File: config.mk
export PLATFORM = sky130hd
export DESIGN_NAME = axi4_lite_reduc_reg_bank
export DESIGN_NICKNAME = d
export VERILOG_FILES = /design/src/rtl/axi4_lite_reduc_reg_bank.sv
export SDC_FILE = /design/constraint.sdc
export NUM_CORES = 1
export LEC_CHECK = 0
export BUFFER_PORTS_ARGS = -buffer_cell sky130_fd_sc_hd__buf_2
export CAP_MARGIN = 0
export CORE_UTILIZATION = 40
export CTS_CLUSTER_DIAMETER = 60
export DETAILED_ROUTE_END_ITERATION = 12
export SLEW_MARGIN = 5
export SYNTH_ARGS = -nofsm -noshare
export SYNTH_HDL_FRONTEND = slang
export SYNTH_SLANG_ARGS = --single-unit
export TNS_END_PERCENT = 50
File: constraint.sdc
create_clock -name clk -period 5.8 [get_ports clk]
set_input_delay 0.29 -clock clk [delete_from_list [all_inputs] [get_ports clk]]
set_output_delay 0.29 -clock clk [all_outputs]
set_load 0.02 [all_outputs]
File: src/rtl/axi4_lite_reduc_reg_bank.sv
`timescale 1ns/1ps
// axi4_lite_reduc_reg_bank
//   AXI4-Lite slave register bank with NUM_CH channels. Each channel has a
//   data register and a mode register. The channel produces a registered
//   reduction of its data word: OR, AND, XOR or popcount.
//
//   Word map, where N = NUM_CH and index = addr >> log2(DATA_W/8):
//     0 .. N-1     data[i]    read/write, byte strobes honoured
//     N .. 2N-1    mode[i]    read/write, bits [1:0], written only when wstrb[0]=1
//     2N .. 3N-1   result[i]  read-only, zero-extended reduction result
//     3N           irq_status read/write-1-to-clear (only with the IRQ option)
//     any other    SLVERR, reads return 0
//
//   Optional feature macro: AXI4_LITE_REDUC_REG_BANK_IRQ_EN
//     Adds the irq_status register and the reduc_irq output.
//
// Ports:
//   clk, arst_n           clock and asynchronous active-low reset
//   aw*/w*/b*             AXI4-Lite write address, write data and write response channels
//   ar*/r*                AXI4-Lite read address and read data channels
//   reduc_out             channel results; channel i is at [i*RES_W +: RES_W]
//   reduc_irq             registered OR of irq_status (IRQ option only)
module axi4_lite_reduc_reg_bank #(
  parameter int ADDR_W = 8,
  parameter int DATA_W = 32,
  parameter int NUM_CH = 4,
  localparam int RES_W = $clog2(DATA_W) + 1
) (
  input  logic                    clk,
  input  logic                    arst_n,
  input  logic [ADDR_W-1:0]       awaddr,
  input  logic                    awvalid,
  output logic                    awready,
  input  logic [DATA_W-1:0]       wdata,
  input  logic [DATA_W/8-1:0]     wstrb,
  input  logic                    wvalid,
  output logic                    wready,
  output logic [1:0]              bresp,
  output logic                    bvalid,
  input  logic                    bready,
  input  logic [ADDR_W-1:0]       araddr,
  input  logic                    arvalid,
  output logic                    arready,
  output logic [DATA_W-1:0]       rdata,
  output logic [1:0]              rresp,
  output logic                    rvalid,
  input  logic                    rready,
  output logic [NUM_CH*RES_W-1:0] reduc_out
`ifdef AXI4_LITE_REDUC_REG_BANK_IRQ_EN
  ,
  output logic                    reduc_irq
`endif
);

  localparam int STRB_W = DATA_W / 8;
  localparam int ADDR_LSB = $clog2(STRB_W);
  localparam int CH_W = (NUM_CH > 1) ? $clog2(NUM_CH) : 1;
  localparam int unsigned N = NUM_CH;

  typedef enum logic [2:0] {K_DATA, K_MODE, K_RES, K_IRQ, K_BAD} kind_e;
  typedef enum logic {W_IDLE, W_RESP} w_state_e;
  typedef enum logic {R_IDLE, R_RESP} r_state_e;

  function automatic int unsigned word_idx(input logic [ADDR_W-1:0] a);
    return 32'(a >> ADDR_LSB);
  endfunction

  function automatic kind_e dec_kind(input int unsigned idx);
    if (idx < N) return K_DATA;
    else if (idx < 2 * N) return K_MODE;
    else if (idx < 3 * N) return K_RES;
`ifdef AXI4_LITE_REDUC_REG_BANK_IRQ_EN
    else if (idx == 3 * N) return K_IRQ;
`endif
    else return K_BAD;
  endfunction

  function automatic logic [CH_W-1:0] dec_ch(input int unsigned idx);
    if (idx < N) return CH_W'(idx);
    else if (idx < 2 * N) return CH_W'(idx - N);
    else return CH_W'(idx - 2 * N);
  endfunction

  logic [DATA_W-1:0] data_q  [NUM_CH];
  logic [1:0]        mode_q  [NUM_CH];
  logic [RES_W-1:0]  reduc_q [NUM_CH];
  logic [RES_W-1:0]  reduc_d [NUM_CH];

  w_state_e          w_state;
  r_state_e          r_state;
  logic [ADDR_W-1:0] aw_addr_q;
  logic [DATA_W-1:0] w_data_q;
  logic [STRB_W-1:0] w_strb_q;

  kind_e             w_kind;
  logic [CH_W-1:0]   w_ch;
  logic              w_ok;
  logic              commit;

  int unsigned       r_idx;
  kind_e             r_kind;
  logic [CH_W-1:0]   r_ch;
  logic [DATA_W-1:0] rd_mux;

  assign w_kind = dec_kind(word_idx(aw_addr_q));
  assign w_ch   = dec_ch(word_idx(aw_addr_q));
  assign w_ok   = (w_kind == K_DATA) || (w_kind == K_MODE) || (w_kind == K_IRQ);

  // Both readies are low in W_IDLE exactly when AW and W have both been latched.
  assign commit = (w_state == W_IDLE) && !awready && !wready;

  // Write channel: AW and W latch independently, then commit and respond.
  always_ff @(posedge clk or negedge arst_n) begin
    if (!arst_n) begin
      w_state   <= W_IDLE;
      awready   <= 1'b1;
      wready    <= 1'b1;
      bvalid    <= 1'b0;
      bresp     <= 2'b00;
      aw_addr_q <= '0;
      w_data_q  <= '0;
      w_strb_q  <= '0;
    end else begin
      case (w_state)
        W_IDLE: begin
          if (awvalid && awready) begin
            aw_addr_q <= awaddr;
            awready   <= 1'b0;
          end
          if (wvalid && wready) begin
            w_data_q <= wdata;
            w_strb_q <= wstrb;
            wready   <= 1'b0;
          end
          if (commit) begin
            bvalid  <= 1'b1;
            bresp   <= w_ok ? 2'b00 : 2'b10;
            w_state <= W_RESP;
          end
        end
        W_RESP: begin
          if (bready) begin
            bvalid  <= 1'b0;
            awready <= 1'b1;
            wready  <= 1'b1;
            w_state <= W_IDLE;
          end
        end
        default: w_state <= W_IDLE;
      endcase
    end
  end

  always_ff @(posedge clk or negedge arst_n) begin
    if (!arst_n) begin
      for (int i = 0; i < NUM_CH; i++) begin
        data_q[i] <= '0;
        mode_q[i] <= '0;
      end
    end else if (commit) begin
      if (w_kind == K_DATA) begin
        for (int b = 0; b < STRB_W; b++) begin
          if (w_strb_q[b]) data_q[w_ch][8*b +: 8] <= w_data_q[8*b +: 8];
        end
      end else if (w_kind == K_MODE && w_strb_q[0]) begin
        mode_q[w_ch] <= w_data_q[1:0];
      end
    end
  end

  // Reduction of the stored data; popcount width RES_W holds DATA_W without overflow.
  always_comb begin
    for (int i = 0; i < NUM_CH; i++) begin
      reduc_d[i] = '0;
      case (mode_q[i])
        2'd0: reduc_d[i] = RES_W'(|data_q[i]);
        2'd1: reduc_d[i] = RES_W'(&data_q[i]);
        2'd2: reduc_d[i] = RES_W'(^data_q[i]);
        default: begin
          for (int b = 0; b < DATA_W; b++) reduc_d[i] = reduc_d[i] + RES_W'(data_q[i][b]);
        end
      endcase
    end
  end

  always_ff @(posedge clk or negedge arst_n) begin
    if (!arst_n) begin
      for (int i = 0; i < NUM_CH; i++) reduc_q[i] <= '0;
    end else begin
      for (int i = 0; i < NUM_CH; i++) reduc_q[i] <= reduc_d[i];
    end
  end

  for (genvar g = 0; g < NUM_CH; g++) begin : g_out
    assign reduc_out[g*RES_W +: RES_W] = reduc_q[g];
  end

`ifdef AXI4_LITE_REDUC_REG_BANK_IRQ_EN
  logic [NUM_CH-1:0] irq_status;
  logic [NUM_CH-1:0] irq_set;
  logic [NUM_CH-1:0] irq_clr;

  // A change is set in the same edge the result register takes its new value;
  // set takes priority over a simultaneous write-1-to-clear.
  always_comb begin
    irq_clr = '0;
    if (commit && w_kind == K_IRQ) irq_clr = w_data_q[NUM_CH-1:0];
    for (int i = 0; i < NUM_CH; i++) irq_set[i] = (reduc_d[i] != reduc_q[i]);
  end

  always_ff @(posedge clk or negedge arst_n) begin
    if (!arst_n) begin
      irq_status <= '0;
      reduc_irq  <= 1'b0;
    end else begin
      irq_status <= (irq_status & ~irq_clr) | irq_set;
      reduc_irq  <= |irq_status;
    end
  end
`endif

  always_comb begin
    r_idx  = word_idx(araddr);
    r_kind = dec_kind(r_idx);
    r_ch   = dec_ch(r_idx);
    rd_mux = '0;
    case (r_kind)
      K_DATA: rd_mux = data_q[r_ch];
      K_MODE: rd_mux = DATA_W'(mode_q[r_ch]);
      K_RES:  rd_mux = DATA_W'(reduc_q[r_ch]);
`ifdef AXI4_LITE_REDUC_REG_BANK_IRQ_EN
      K_IRQ:  rd_mux = DATA_W'(irq_status);
`endif
      default: rd_mux = '0;
    endcase
  end

  // Read data is captured at the AR handshake, so a write committing in the
  // same edge is not yet visible to it.
  always_ff @(posedge clk or negedge arst_n) begin
    if (!arst_n) begin
      r_state <= R_IDLE;
      arready <= 1'b1;
      rvalid  <= 1'b0;
      rdata   <= '0;
      rresp   <= 2'b00;
    end else begin
      case (r_state)
        R_IDLE: begin
          if (arvalid && arready) begin
            rdata   <= rd_mux;
            rresp   <= (r_kind == K_BAD) ? 2'b10 : 2'b00;
            rvalid  <= 1'b1;
            arready <= 1'b0;
            r_state <= R_RESP;
          end
        end
        R_RESP: begin
          if (rready) begin
            rvalid  <= 1'b0;
            arready <= 1'b1;
            r_state <= R_IDLE;
          end
        end
        default: r_state <= R_IDLE;
      endcase
    end
  end

endmodule
==> flow_summary.html, run 1 <==
<table>
<tr><th>Metric</th><th>Value</th></tr>
<tr><th colspan="2">Critical path</th></tr>
<tr><td>Cells traversed along the worst timing path</td><td>inv_1 &gt; fa_1 &gt; fa_1 &gt; fa_1 &gt; fa_1 &gt; fa_1 &gt; fa_1 &gt; inv_1 &gt; ha_1 &gt; fa_1 &gt; a21o_1 &gt; a21oi_1 &gt; xor2_1 &gt; nor2_1</td></tr>
<tr><td>Most prevalent standard cell on the critical path</td><td>sky130_fd_sc_hd__fa_1</td></tr>
<tr><td>CP arrival</td><td>5.36 ns</td></tr>
<tr><td>Critical Path Max Stage Delay</td><td>0.55 ns</td></tr>
<tr><td>Critical-path top delay cell</td><td>sky130_fd_sc_hd__fa_1</td></tr>
<tr><td>Maximum fanout along the worst path</td><td>4</td></tr>
<tr><td>Capture instance of the worst register-to-register path</td><td>reduc_out[4]</td></tr>
<tr><td>Worst R2R Setup Slack</td><td>0.86 ns</td></tr>
<tr><td>Worst Setup End Kind</td><td>flop</td></tr>
<tr><td>Number of cells on the worst reg-to-reg path</td><td>14</td></tr>
<tr><td>Required time of the critical path</td><td>6.22 ns</td></tr>
<tr><td>Worst Setup Start Kind</td><td>flop</td></tr>
<tr><td>Crit Path Category</td><td>flop to flop</td></tr>
<tr><td>Critical path buffers and inverters</td><td>2</td></tr>
<tr><td>Delay-heaviest family, CP</td><td>adder cells</td></tr>
<tr><td>Reg-to-reg critical path startpoint</td><td>data_q[121]</td></tr>
<tr><th colspan="2">Synthesis</th></tr>
<tr><td>Flip-flop cell with the highest count after synthesis</td><td>sky130_fd_sc_hd__dfrtp_1</td></tr>
<tr><td>Number of flops mapped to enable cells by yosys</td><td>0</td></tr>
<tr><td>FF+latch count, synth</td><td>243</td></tr>
<tr><td>Share of the synthesized area in the top cell type</td><td>38.0%</td></tr>
<tr><td>Biggest area consumer among synthesized cells</td><td>sky130_fd_sc_hd__dfrtp_1</td></tr>
<tr><td>Top cells by area in the synthesized netlist</td><td>sky130_fd_sc_hd__dfrtp_1 38%, sky130_fd_sc_hd__mux2_2 13%, sky130_fd_sc_hd__ha_1 12%</td></tr>
<tr><td>Synthesis warning total</td><td>0</td></tr>
<tr><td>Post-synthesis cell type count</td><td>40</td></tr>
<tr><td>Proportion of synthesized flip-flops having asynchronous set or reset</td><td>100%</td></tr>
<tr><td>Sequential element share of the synthesized area</td><td>38.5%</td></tr>
<tr><td>Post-Syn Area</td><td>15800 um^2</td></tr>
<tr><td>Post-Syn Instances</td><td>1257</td></tr>
<tr><td>Mean instance size in the synthesized netlist</td><td>12.6 um^2</td></tr>
<tr><th colspan="2">Global routing</th></tr>
<tr><td>First-pass GRT wire length</td><td>67.7 mm</td></tr>
<tr><td>Antenna violations before repair</td><td>2</td></tr>
<tr><td>Largest net degree at the start of global routing</td><td>179</td></tr>
<tr><td>Remaining global-route overflow</td><td>0</td></tr>
<tr><td>Via count of the first global-routing pass</td><td>10800</td></tr>
<tr><td>Overall track demand over capacity in global routing</td><td>22.8%</td></tr>
<tr><th colspan="2">Timing</th></tr>
<tr><td>Achievable frequency</td><td>202 MHz</td></tr>
<tr><td>Relative slew margins</td><td>31.5%</td></tr>
<tr><td>Unrepaired setup endpoints after global routing</td><td>false</td></tr>
<tr><td>Final clock period utilization by the worst path</td><td>85.2%</td></tr>
<tr><td>Setup TNS</td><td>0 ns</td></tr>
<tr><td>Setup violators final</td><td>0</td></tr>
<tr><td>Tightest Pin Transition</td><td>1.03 ns</td></tr>
<tr><td>Min cycle time layout</td><td>4.94 ns</td></tr>
<tr><td>Final number of hold-violating endpoints</td><td>0</td></tr>
<tr><td>Number of pins exceeding their max-slew limit in the final report</td><td>0</td></tr>
<tr><td>Final Skew</td><td>0.0164 ns</td></tr>
<tr><th colspan="2">Floorplanning</th></tr>
<tr><td>Die Footprint</td><td>40300 um^2</td></tr>
<tr><td>I/O pin count</td><td>124</td></tr>
<tr><td>X dimension of the die</td><td>201 um</td></tr>
<tr><td>Die height</td><td>201 um</td></tr>
<tr><td>Core region area</td><td>38800 um^2</td></tr>
<tr><td>Number of placement rows</td><td>72</td></tr>
<tr><td>Initial Util</td><td>40.7%</td></tr>
<tr><th colspan="2">Flow run</th></tr>
<tr><td>Max-cap violations</td><td>0</td></tr>
<tr><th colspan="2">Min path</th></tr>
<tr><td>Endpoint with the worst hold slack</td><td>w_data_q[6]</td></tr>
<tr><td>Kind of path behind the tightest hold check</td><td>input port to flop</td></tr>
<tr><td>HP Start</td><td>wdata[6]</td></tr>
<tr><td>Number of cells on the worst hold path</td><td>2</td></tr>
<tr><th colspan="2">CTS</th></tr>
<tr><td>Setup bufs post-CTS</td><td>0</td></tr>
<tr><td>Post-CTS clock slew at the launch and capture registers of the worst setup and hold paths</td><td>0.05 ns</td></tr>
<tr><td>Clock net sink count</td><td>243</td></tr>
<tr><td>CTS Hold Bufs</td><td>46</td></tr>
<tr><td>TritonCTS clock tree</td><td>yes</td></tr>
<tr><td>CTS Root Cell</td><td>sky130_fd_sc_hd__clkbuf_16</td></tr>
<tr><td>Max Root-Sink Buffers</td><td>3</td></tr>
<tr><td>Num CTS Buffers</td><td>35</td></tr>
<tr><td>Post-cts repair resize count</td><td>0</td></tr>
<tr><td>Depth of the CTS H-tree</td><td>2</td></tr>
<tr><td>Clock insertion delay at the later pin of the skew report</td><td>0.54 ns</td></tr>
<tr><th colspan="2">Placement</th></tr>
<tr><td>Routability Congestion</td><td>0.914</td></tr>
<tr><td>Detail Placement HPWL</td><td>35.1 mm</td></tr>
<tr><td>Quantity of I/O buffers inserted on ports</td><td>117</td></tr>
<tr><th colspan="2">Layout</th></tr>
<tr><td>Layout filler cell count</td><td>3543</td></tr>
<tr><td>Diodes inserted</td><td>0</td></tr>
<tr><td>Fraction of final layout cells sized beyond drive strength 1</td><td>28.5%</td></tr>
<tr><td>Net total in the final layout</td><td>1750</td></tr>
<tr><td>Growth of design area from synthesis to finish</td><td>18.2%</td></tr>
<tr><th colspan="2">Drt</th></tr>
<tr><td>Total routed wirelength</td><td>44.5 mm</td></tr>
<tr><td>Post-detailed-route via-to-cell ratio</td><td>5.11</td></tr>
<tr><td>First-pass DRT Iterations</td><td>5</td></tr>
<tr><td>DR WL/cell</td><td>22.5 um</td></tr>
<tr><td>Number of vias after detailed routing</td><td>10100</td></tr>
<tr><td>Remaining number of nets flagged by the antenna check after routing</td><td>0</td></tr>
<tr><td>1st-iter DRT viols</td><td>494</td></tr>
<tr><td># DRC</td><td>0</td></tr>
<tr><th colspan="2">Outcome</th></tr>
<tr><td>Run status</td><td>complete, no violations</td></tr>
</table>
==> per-stage QoR <==
stage	utilization [%]	hold WS, ns	instances	area, um^2	setup slack, ns
6_report	48.1	0.0389	1982	18700	0.860
5_1_grt	48.1	0.0433	1982	18700	0.675
4_1_cts	48.1	0.0115	1982	18700	0.860
3_5_place_dp	43.8	0.279	1874	17000	0.870
3_3_place_gp	43.8	0.276	1874	17000	0.937
2_1_floorplan	-	-0.00559	1258	15800	1.15
==> cells by family (layout without fill, tap and decap cells) <==
kind of cell	count (synthesis)	after routing	synth area share, %
mux	224	224	18.8
other cells	1	2	0.0237
flops	243	243	38.5
buf+inv	265	471	6.36
simple gates	120	120	4.24
xor+xnor	72	72	3.99
compound gates	80	80	3.56
fa+ha+maj	252	252	24.5
==> per-layer routing <==
layer  global-route usage [%]  vias up  wire, um
met5                        0        -         0
met4                     10.1        0      1880
met3                     3.08       75      2010
met2                     36.0      227     20800
met1                     31.4     5256     19800
li1                         -     4568         -
==> worst max path at each step <==
stage,endpoint,start,cells past startpoint
2_1_floorplan,reduc_out[4],data_q[113],14
3_3_place_gp,reduc_out[9],data_q[65],15
3_5_place_dp,reduc_out[4],data_q[121],14
4_1_cts,reduc_out[4],data_q[121],14
5_1_grt,reduc_out[4],data_q[121],14
6_report,reduc_out[4],data_q[121],14
==> cells in the final DEF (no fill, tap or decap), types with 17 or more instances in the layout <==
cell	instances
sky130_fd_sc_hd__dlygate4sd3_1	46
sky130_fd_sc_hd__ha_1	156
sky130_fd_sc_hd__buf_2	116
sky130_fd_sc_hd__mux2_2	178
sky130_fd_sc_hd__inv_1	239
sky130_fd_sc_hd__clkbuf_16	36
sky130_fd_sc_hd__o21ai_0	19
sky130_fd_sc_hd__a22o_1	28
sky130_fd_sc_hd__dfrtp_1	240
sky130_fd_sc_hd__xor2_1	17
sky130_fd_sc_hd__nand2_1	26
sky130_fd_sc_hd__nand4_1	26
sky130_fd_sc_hd__nor2_1	24
sky130_fd_sc_hd__xnor2_1	55
sky130_fd_sc_hd__fa_1	96
sky130_fd_sc_hd__mux4_2	40
==> worst register-to-register path, stage by stage, from the launching register on <==
cell and delay [ns]:
sky130_fd_sc_hd__dfrtp_1 0.46, sky130_fd_sc_hd__inv_1 0.12, sky130_fd_sc_hd__fa_1 0.49, sky130_fd_sc_hd__fa_1 0.55
sky130_fd_sc_hd__fa_1 0.46, sky130_fd_sc_hd__fa_1 0.54, sky130_fd_sc_hd__fa_1 0.43, sky130_fd_sc_hd__fa_1 0.48
sky130_fd_sc_hd__inv_1 0.04, sky130_fd_sc_hd__ha_1 0.21, sky130_fd_sc_hd__fa_1 0.46, sky130_fd_sc_hd__a21o_1 0.20
sky130_fd_sc_hd__a21oi_1 0.17, sky130_fd_sc_hd__xor2_1 0.16, sky130_fd_sc_hd__nor2_1 0.05
==> flip-flops by register name, summed over array words and instances (netlist names) <==
register / cells
wready: 1
w_strb_q: 4
w_data_q: 32
rvalid: 1
mode_q: 8
reduc_out: 24
awready: 1
arready: 1
bvalid: 1
rresp: 1
bresp: 1
w_state: 1
r_state: 1
aw_addr_q: 6
rdata: 32
data_q: 128
==> cells in the mapped netlist, drive strengths merged, types with 17 or more instances <==
master    n
a22o     28
clkbuf   17
dfrtp   240
fa       96
ha      156
inv     239
mux2    178
mux4     40
nand2    29
nand4    26
nor2     25
o21ai    19
xnor2    55
xor2     17
==> final cells by class <==
class | count | area, um^2 | area share (%)
Inverter | 239 | 897 | 4.81
Multi-Input combinational cell | 750 | 8720 | 46.7
Sequential cell | 243 | 6080 | 32.6
Timing Repair Buffer | 170 | 1120 | 6.01
Tap cell | 518 | 648 | 3.47
Clock buffer | 46 | 978 | 5.24
Clock inverter | 16 | 216 | 1.16
Power of run 1 is left out: the tool's default activity adds up to more than one toggle a clock period on the data nets, which glitch-free logic cannot reach.
==> inputs of run 2 (changes only) <==
- ABC_AREA: not set -> 1
==> run 2 against run 1 <==
  * Global-route usage up 2.7 points
  * Critical path depth up 3
  * First-iteration DRC count up 120%
  * Wire length up 20%
  * Largest cell class unchanged
==> flow_summary.html, run 2 <==
<table>
<tr><th>Metric</th><th>Value</th></tr>
<tr><th colspan="2">Critical path</th></tr>
<tr><td>Critical-path top delay cell</td><td>sky130_fd_sc_hd__fa_1</td></tr>
<tr><td>Required time of the critical path</td><td>6.20 ns (-0.02 ns)</td></tr>
<tr><td>Cells traversed along the worst timing path</td><td>inv_1 &gt; fa_1 &gt; fa_1 &gt; inv_1 &gt; fa_1 &gt; fa_1 &gt; fa_1 &gt; inv_1 &gt; fa_1 &gt; inv_1 &gt; ha_1 &gt; nand2_1 &gt; nor2_1 &gt; a211oi_1 &gt; nor2_1 &gt; o21ai_0 &gt; nor2_1</td></tr>
<tr><td>Worst Setup End Kind</td><td>flop</td></tr>
<tr><td>Count of cell instances traversed by the critical path</td><td>17 (+3)</td></tr>
<tr><td>Critical path buffers and inverters</td><td>4 (+2)</td></tr>
<tr><td>Critical Path Max Stage Delay</td><td>0.60 ns (+0.05 ns)</td></tr>
<tr><td>Maximum fanout along the worst path</td><td>4 (unchanged)</td></tr>
<tr><td>Crit Path Category</td><td>flop to flop</td></tr>
<tr><td>Delay-heaviest family, CP</td><td>adder cells</td></tr>
<tr><td>CP arrival</td><td>5.28 ns (-0.08 ns)</td></tr>
<tr><td>Number of cells on the worst reg-to-reg path</td><td>17 (+3)</td></tr>
<tr><td>Most prevalent standard cell on the critical path</td><td>sky130_fd_sc_hd__fa_1</td></tr>
<tr><td>Worst Setup Start Kind</td><td>flop</td></tr>
<tr><th colspan="2">Layout</th></tr>
<tr><td>Net total in the final layout</td><td>2514 (+44%)</td></tr>
<tr><td>Growth of design area from synthesis to finish</td><td>14.5%</td></tr>
<tr><td>Number of flip-flops in the largest register</td><td>128 (unchanged)</td></tr>
<tr><td>Commonest cells after routing, fill and taps aside</td><td>549 x sky130_fd_sc_hd__nand2_1, 354 x sky130_fd_sc_hd__inv_1, 240 x sky130_fd_sc_hd__dfrtp_1</td></tr>
<tr><td>Diodes inserted</td><td>0 (unchanged)</td></tr>
<tr><td>Fraction of final layout cells sized beyond drive strength 1</td><td>10.4% (-18 points)</td></tr>
<tr><td>Layout filler cell count</td><td>4109 (+16%)</td></tr>
<tr><td>Most flop-heavy register</td><td>data_q</td></tr>
<tr><td>Most common library cell in the layout ignoring fill and taps</td><td>sky130_fd_sc_hd__nand2_1</td></tr>
<tr><td>Largest registers in the final layout</td><td>data_q (128), rdata (32), w_data_q (32)</td></tr>
<tr><td>Final design area excluding fillers</td><td>19500 um^2 (+4.3%)</td></tr>
<tr><th colspan="2">Synthesis</th></tr>
<tr><td>Flip-flop cell with the highest count after synthesis</td><td>sky130_fd_sc_hd__dfrtp_1</td></tr>
<tr><td>Post-synthesis cell type count</td><td>42 (+5.0%)</td></tr>
<tr><td>Synthesis warning total</td><td>0 (unchanged)</td></tr>
<tr><td>Number of flops mapped to enable cells by yosys</td><td>0 (unchanged)</td></tr>
<tr><td>Top-count cell post-synth</td><td>sky130_fd_sc_hd__nand2_1</td></tr>
<tr><td>Proportion of synthesized flip-flops having asynchronous set or reset</td><td>100% (unchanged)</td></tr>
<tr><td>Mean instance size in the synthesized netlist</td><td>8.24 um^2 (-34%)</td></tr>
<tr><td>Top cells by area in the synthesized netlist</td><td>sky130_fd_sc_hd__dfrtp_1 35%, sky130_fd_sc_hd__nand2_1 12%, sky130_fd_sc_hd__ha_1 11%</td></tr>
<tr><td>Post-Syn Instances</td><td>2064 (+64%)</td></tr>
<tr><td>Sequential element share of the synthesized area</td><td>35.8% (-2.7 points)</td></tr>
<tr><td>FF+latch count, synth</td><td>243 (unchanged)</td></tr>
<tr><td>Post-Syn Area</td><td>17000 um^2 (+7.7%)</td></tr>
<tr><td>Biggest area consumer among synthesized cells</td><td>sky130_fd_sc_hd__dfrtp_1</td></tr>
<tr><td>List of most frequent post-synthesis cells</td><td>549 x sky130_fd_sc_hd__nand2_1, 354 x sky130_fd_sc_hd__inv_1, 240 x sky130_fd_sc_hd__dfrtp_1, 156 x sky130_fd_sc_hd__ha_1, 154 x sky130_fd_sc_hd__o21ai_0</td></tr>
<tr><td>Share of the synthesized area in the top cell type</td><td>35.3% (-2.7 points)</td></tr>
<tr><th colspan="2">Global routing</th></tr>
<tr><td>Remaining global-route overflow</td><td>0 (unchanged)</td></tr>
<tr><td>Largest net degree at the start of global routing</td><td>128 (-28%)</td></tr>
<tr><td>Overall track demand over capacity in global routing</td><td>25.5% (+2.7 points)</td></tr>
<tr><td>Via count of the first global-routing pass</td><td>13800 (+28%)</td></tr>
<tr><td>Antenna violations before repair</td><td>3 (+1)</td></tr>
<tr><td>First-pass GRT wire length</td><td>82.5 mm (+22%)</td></tr>
<tr><th colspan="2">CTS</th></tr>
<tr><td>TritonCTS clock tree</td><td>yes</td></tr>
<tr><td>CTS Root Cell</td><td>sky130_fd_sc_hd__clkbuf_16</td></tr>
<tr><td>Clock net sink count</td><td>243 (unchanged)</td></tr>
<tr><td>Num CTS Buffers</td><td>34 (-2.9%)</td></tr>
<tr><td>Post-CTS clock slew at the launch and capture registers of the worst setup and hold paths</td><td>0.06 ns (about the same)</td></tr>
<tr><td>Max Root-Sink Buffers</td><td>3 (unchanged)</td></tr>
<tr><td>Post-cts repair resize count</td><td>0 (unchanged)</td></tr>
<tr><td>Clock insertion delay at the later pin of the skew report</td><td>0.54 ns (about the same)</td></tr>
<tr><td>Setup bufs post-CTS</td><td>0 (unchanged)</td></tr>
<tr><td>Depth of the CTS H-tree</td><td>2 (unchanged)</td></tr>
<tr><th colspan="2">Floorplanning</th></tr>
<tr><td>X dimension of the die</td><td>208 um (+3.7%)</td></tr>
<tr><td>Die Footprint</td><td>43300 um^2 (+7.6%)</td></tr>
<tr><td>Initial Util</td><td>40.5% (-0.14 points)</td></tr>
<tr><td>Number of placement rows</td><td>75 (+4.2%)</td></tr>
<tr><td>I/O pin count</td><td>124 (unchanged)</td></tr>
<tr><td>Die height</td><td>208 um (+3.7%)</td></tr>
<tr><td>Core region area</td><td>41900 um^2 (+8.0%)</td></tr>
<tr><th colspan="2">Flow run</th></tr>
<tr><td>Max-cap violations</td><td>0 (unchanged)</td></tr>
<tr><th colspan="2">Drt</th></tr>
<tr><td>Remaining number of nets flagged by the antenna check after routing</td><td>0 (unchanged)</td></tr>
<tr><td>Total routed wirelength</td><td>53.6 mm (+20%)</td></tr>
<tr><td>1st-iter DRT viols</td><td>1083 (+120%)</td></tr>
<tr><td>Post-detailed-route via-to-cell ratio</td><td>5.07 (-0.79%)</td></tr>
<tr><td>First-pass DRT Iterations</td><td>5 (unchanged)</td></tr>
<tr><td>Number of vias after detailed routing</td><td>14000 (+38%)</td></tr>
<tr><td># DRC</td><td>0 (unchanged)</td></tr>
<tr><td>DR WL/cell</td><td>19.4 um (-14%)</td></tr>
<tr><th colspan="2">Pwr</th></tr>
<tr><td>Final Power</td><td>0.0104 W</td></tr>
<tr><td>Highest ir drop seen on vdd</td><td>0.000297 V</td></tr>
<tr><td>Leakage Power</td><td>10.0 nW</td></tr>
<tr><td>Total power per unit cell area</td><td>533 nW/um^2</td></tr>
<tr><th colspan="2">Timing</th></tr>
<tr><td>Setup violators final</td><td>0 (unchanged)</td></tr>
<tr><td>Post-route worst hold slack</td><td>0.0179 ns (-0.0210 ns)</td></tr>
<tr><td>Worst setup margin</td><td>0.923 ns (+0.0631 ns)</td></tr>
<tr><td>Relative slew margins</td><td>25.3% (-6.2 points)</td></tr>
<tr><td>Achievable frequency</td><td>205 MHz (+1.3%)</td></tr>
<tr><td>Final number of hold-violating endpoints</td><td>0 (unchanged)</td></tr>
<tr><td>Final Skew</td><td>0.0150 ns (-0.00141 ns)</td></tr>
<tr><td>Setup TNS</td><td>0 ns (unchanged)</td></tr>
<tr><td>Min cycle time layout</td><td>4.88 ns (-0.0631 ns)</td></tr>
<tr><td>Unrepaired setup endpoints after global routing</td><td>false</td></tr>
<tr><td>Number of pins exceeding their max-slew limit in the final report</td><td>0 (unchanged)</td></tr>
<tr><td>Tightest Pin Transition</td><td>1.12 ns (+0.0891 ns)</td></tr>
<tr><td>Final clock period utilization by the worst path</td><td>84.1% (-1.1 points)</td></tr>
<tr><th colspan="2">Placement</th></tr>
<tr><td>Placed cell area</td><td>18000 um^2 (+6.0%)</td></tr>
<tr><td>Detail Placement HPWL</td><td>42.9 mm (+22%)</td></tr>
<tr><td>Setup slack at placement</td><td>0.939 ns (+0.0683 ns)</td></tr>
<tr><td>Routability Congestion</td><td>1.03 (+13%)</td></tr>
<tr><td>Quantity of I/O buffers inserted on ports</td><td>117 (unchanged)</td></tr>
<tr><th colspan="2">Min path</th></tr>
<tr><td>Number of cells on the worst hold path</td><td>3 (+1)</td></tr>
<tr><td>Kind of path behind the tightest hold check</td><td>input port to flop</td></tr>
<tr><th colspan="2">Outcome</th></tr>
<tr><td>Run status</td><td>complete, no violations</td></tr>
</table>
==> run 2: area by class of cell <==
cell class | instances | area (um^2) | area share, %
Clock buffer | 43 | 926 | 4.76
Clock inverter | 15 | 164 | 0.842
Inverter | 355 | 1330 | 6.85
Multi-Input combinational cell | 1410 | 9270 | 47.6
Sequential cell | 243 | 6080 | 31.3
Tap cell | 539 | 674 | 3.47
Timing Repair Buffer | 159 | 1010 | 5.19
==> run 2: worst paths after layout <==
check	from	endpoint	slack, ns
max	data_q[57]	reduc_out[17]	0.92
max in group asynchronous	arst_n	data_q[41]	4.11
min in group asynchronous	arst_n	r_state	0.44
min reg2reg	rdata[2]	rdata[2]	0.48
min	wdata[19]	w_data_q[19]	0.02
max reg2reg	data_q[57]	reduc_out[17]	0.92
==> run 2: per-layer routing <==
metal,track usage (%),share of wire [%],wire length (um),vias to the layer above
met3,4.60,6.6,3530,93
met2,40.8,46,24500,464
met5,0,0.071,38,-
met1,34.1,44,23500,6715
met4,10.4,3.8,2020,6
li1,-,-,-,6732
==> run 2: worst register-to-register path, stage by stage, from the launching register on <==
cell	delay [ns]
sky130_fd_sc_hd__dfrtp_1	0.51
sky130_fd_sc_hd__inv_1	0.14
sky130_fd_sc_hd__fa_1	0.49
sky130_fd_sc_hd__fa_1	0.41
sky130_fd_sc_hd__inv_1	0.08
sky130_fd_sc_hd__fa_1	0.44
sky130_fd_sc_hd__fa_1	0.47
sky130_fd_sc_hd__fa_1	0.54
sky130_fd_sc_hd__inv_1	0.05
sky130_fd_sc_hd__fa_1	0.60
sky130_fd_sc_hd__inv_1	0.06
sky130_fd_sc_hd__ha_1	0.28
sky130_fd_sc_hd__nand2_1	0.06
sky130_fd_sc_hd__nor2_1	0.04
sky130_fd_sc_hd__a211oi_1	0.24
sky130_fd_sc_hd__nor2_1	0.09
sky130_fd_sc_hd__o21ai_0	0.17
sky130_fd_sc_hd__nor2_1	0.07
==> run 2: timing repair <==
action | 4_1_cts | 5_1_grt
endpoints found under the setup margin | 0 | 0
endpoints found under the hold margin | 147 | 0
hold buffers | 34 | 0
==> run 2: stage by stage <==
stage	instances	util, %
after global routing	2764	46.4
after CTS	2764	46.4
after floorplan	2065	-
after global placement	2672	43.0
after detailed placement	2672	43.0
final	2764	46.4
==> run 2: report_power, final <==
part,internal [W],switching [W]
Clock,0.00123,0.000805
Sequential,0.00212,0.000503
Combinational,0.00212,0.00358
==> run 2: cell families (layout without fill, tap and decap cells) <==
group / Yosys count / in the layout / share of synthesized area [%]
AOI/OAI and AO/OA: 384 / 384 / 12.4
xor gates and xnor gates: 11 / 11 / 0.567
adders and majority gates: 252 / 252 / 22.8
buffers and inverters: 412 / 572 / 9.74
DFF: 243 / 243 / 35.8
muxes: 7 / 7 / 0.464
other: 1 / 2 / 0.0221
and+or+nand+nor: 754 / 754 / 18.2
(Power assumes the default switching activity.)
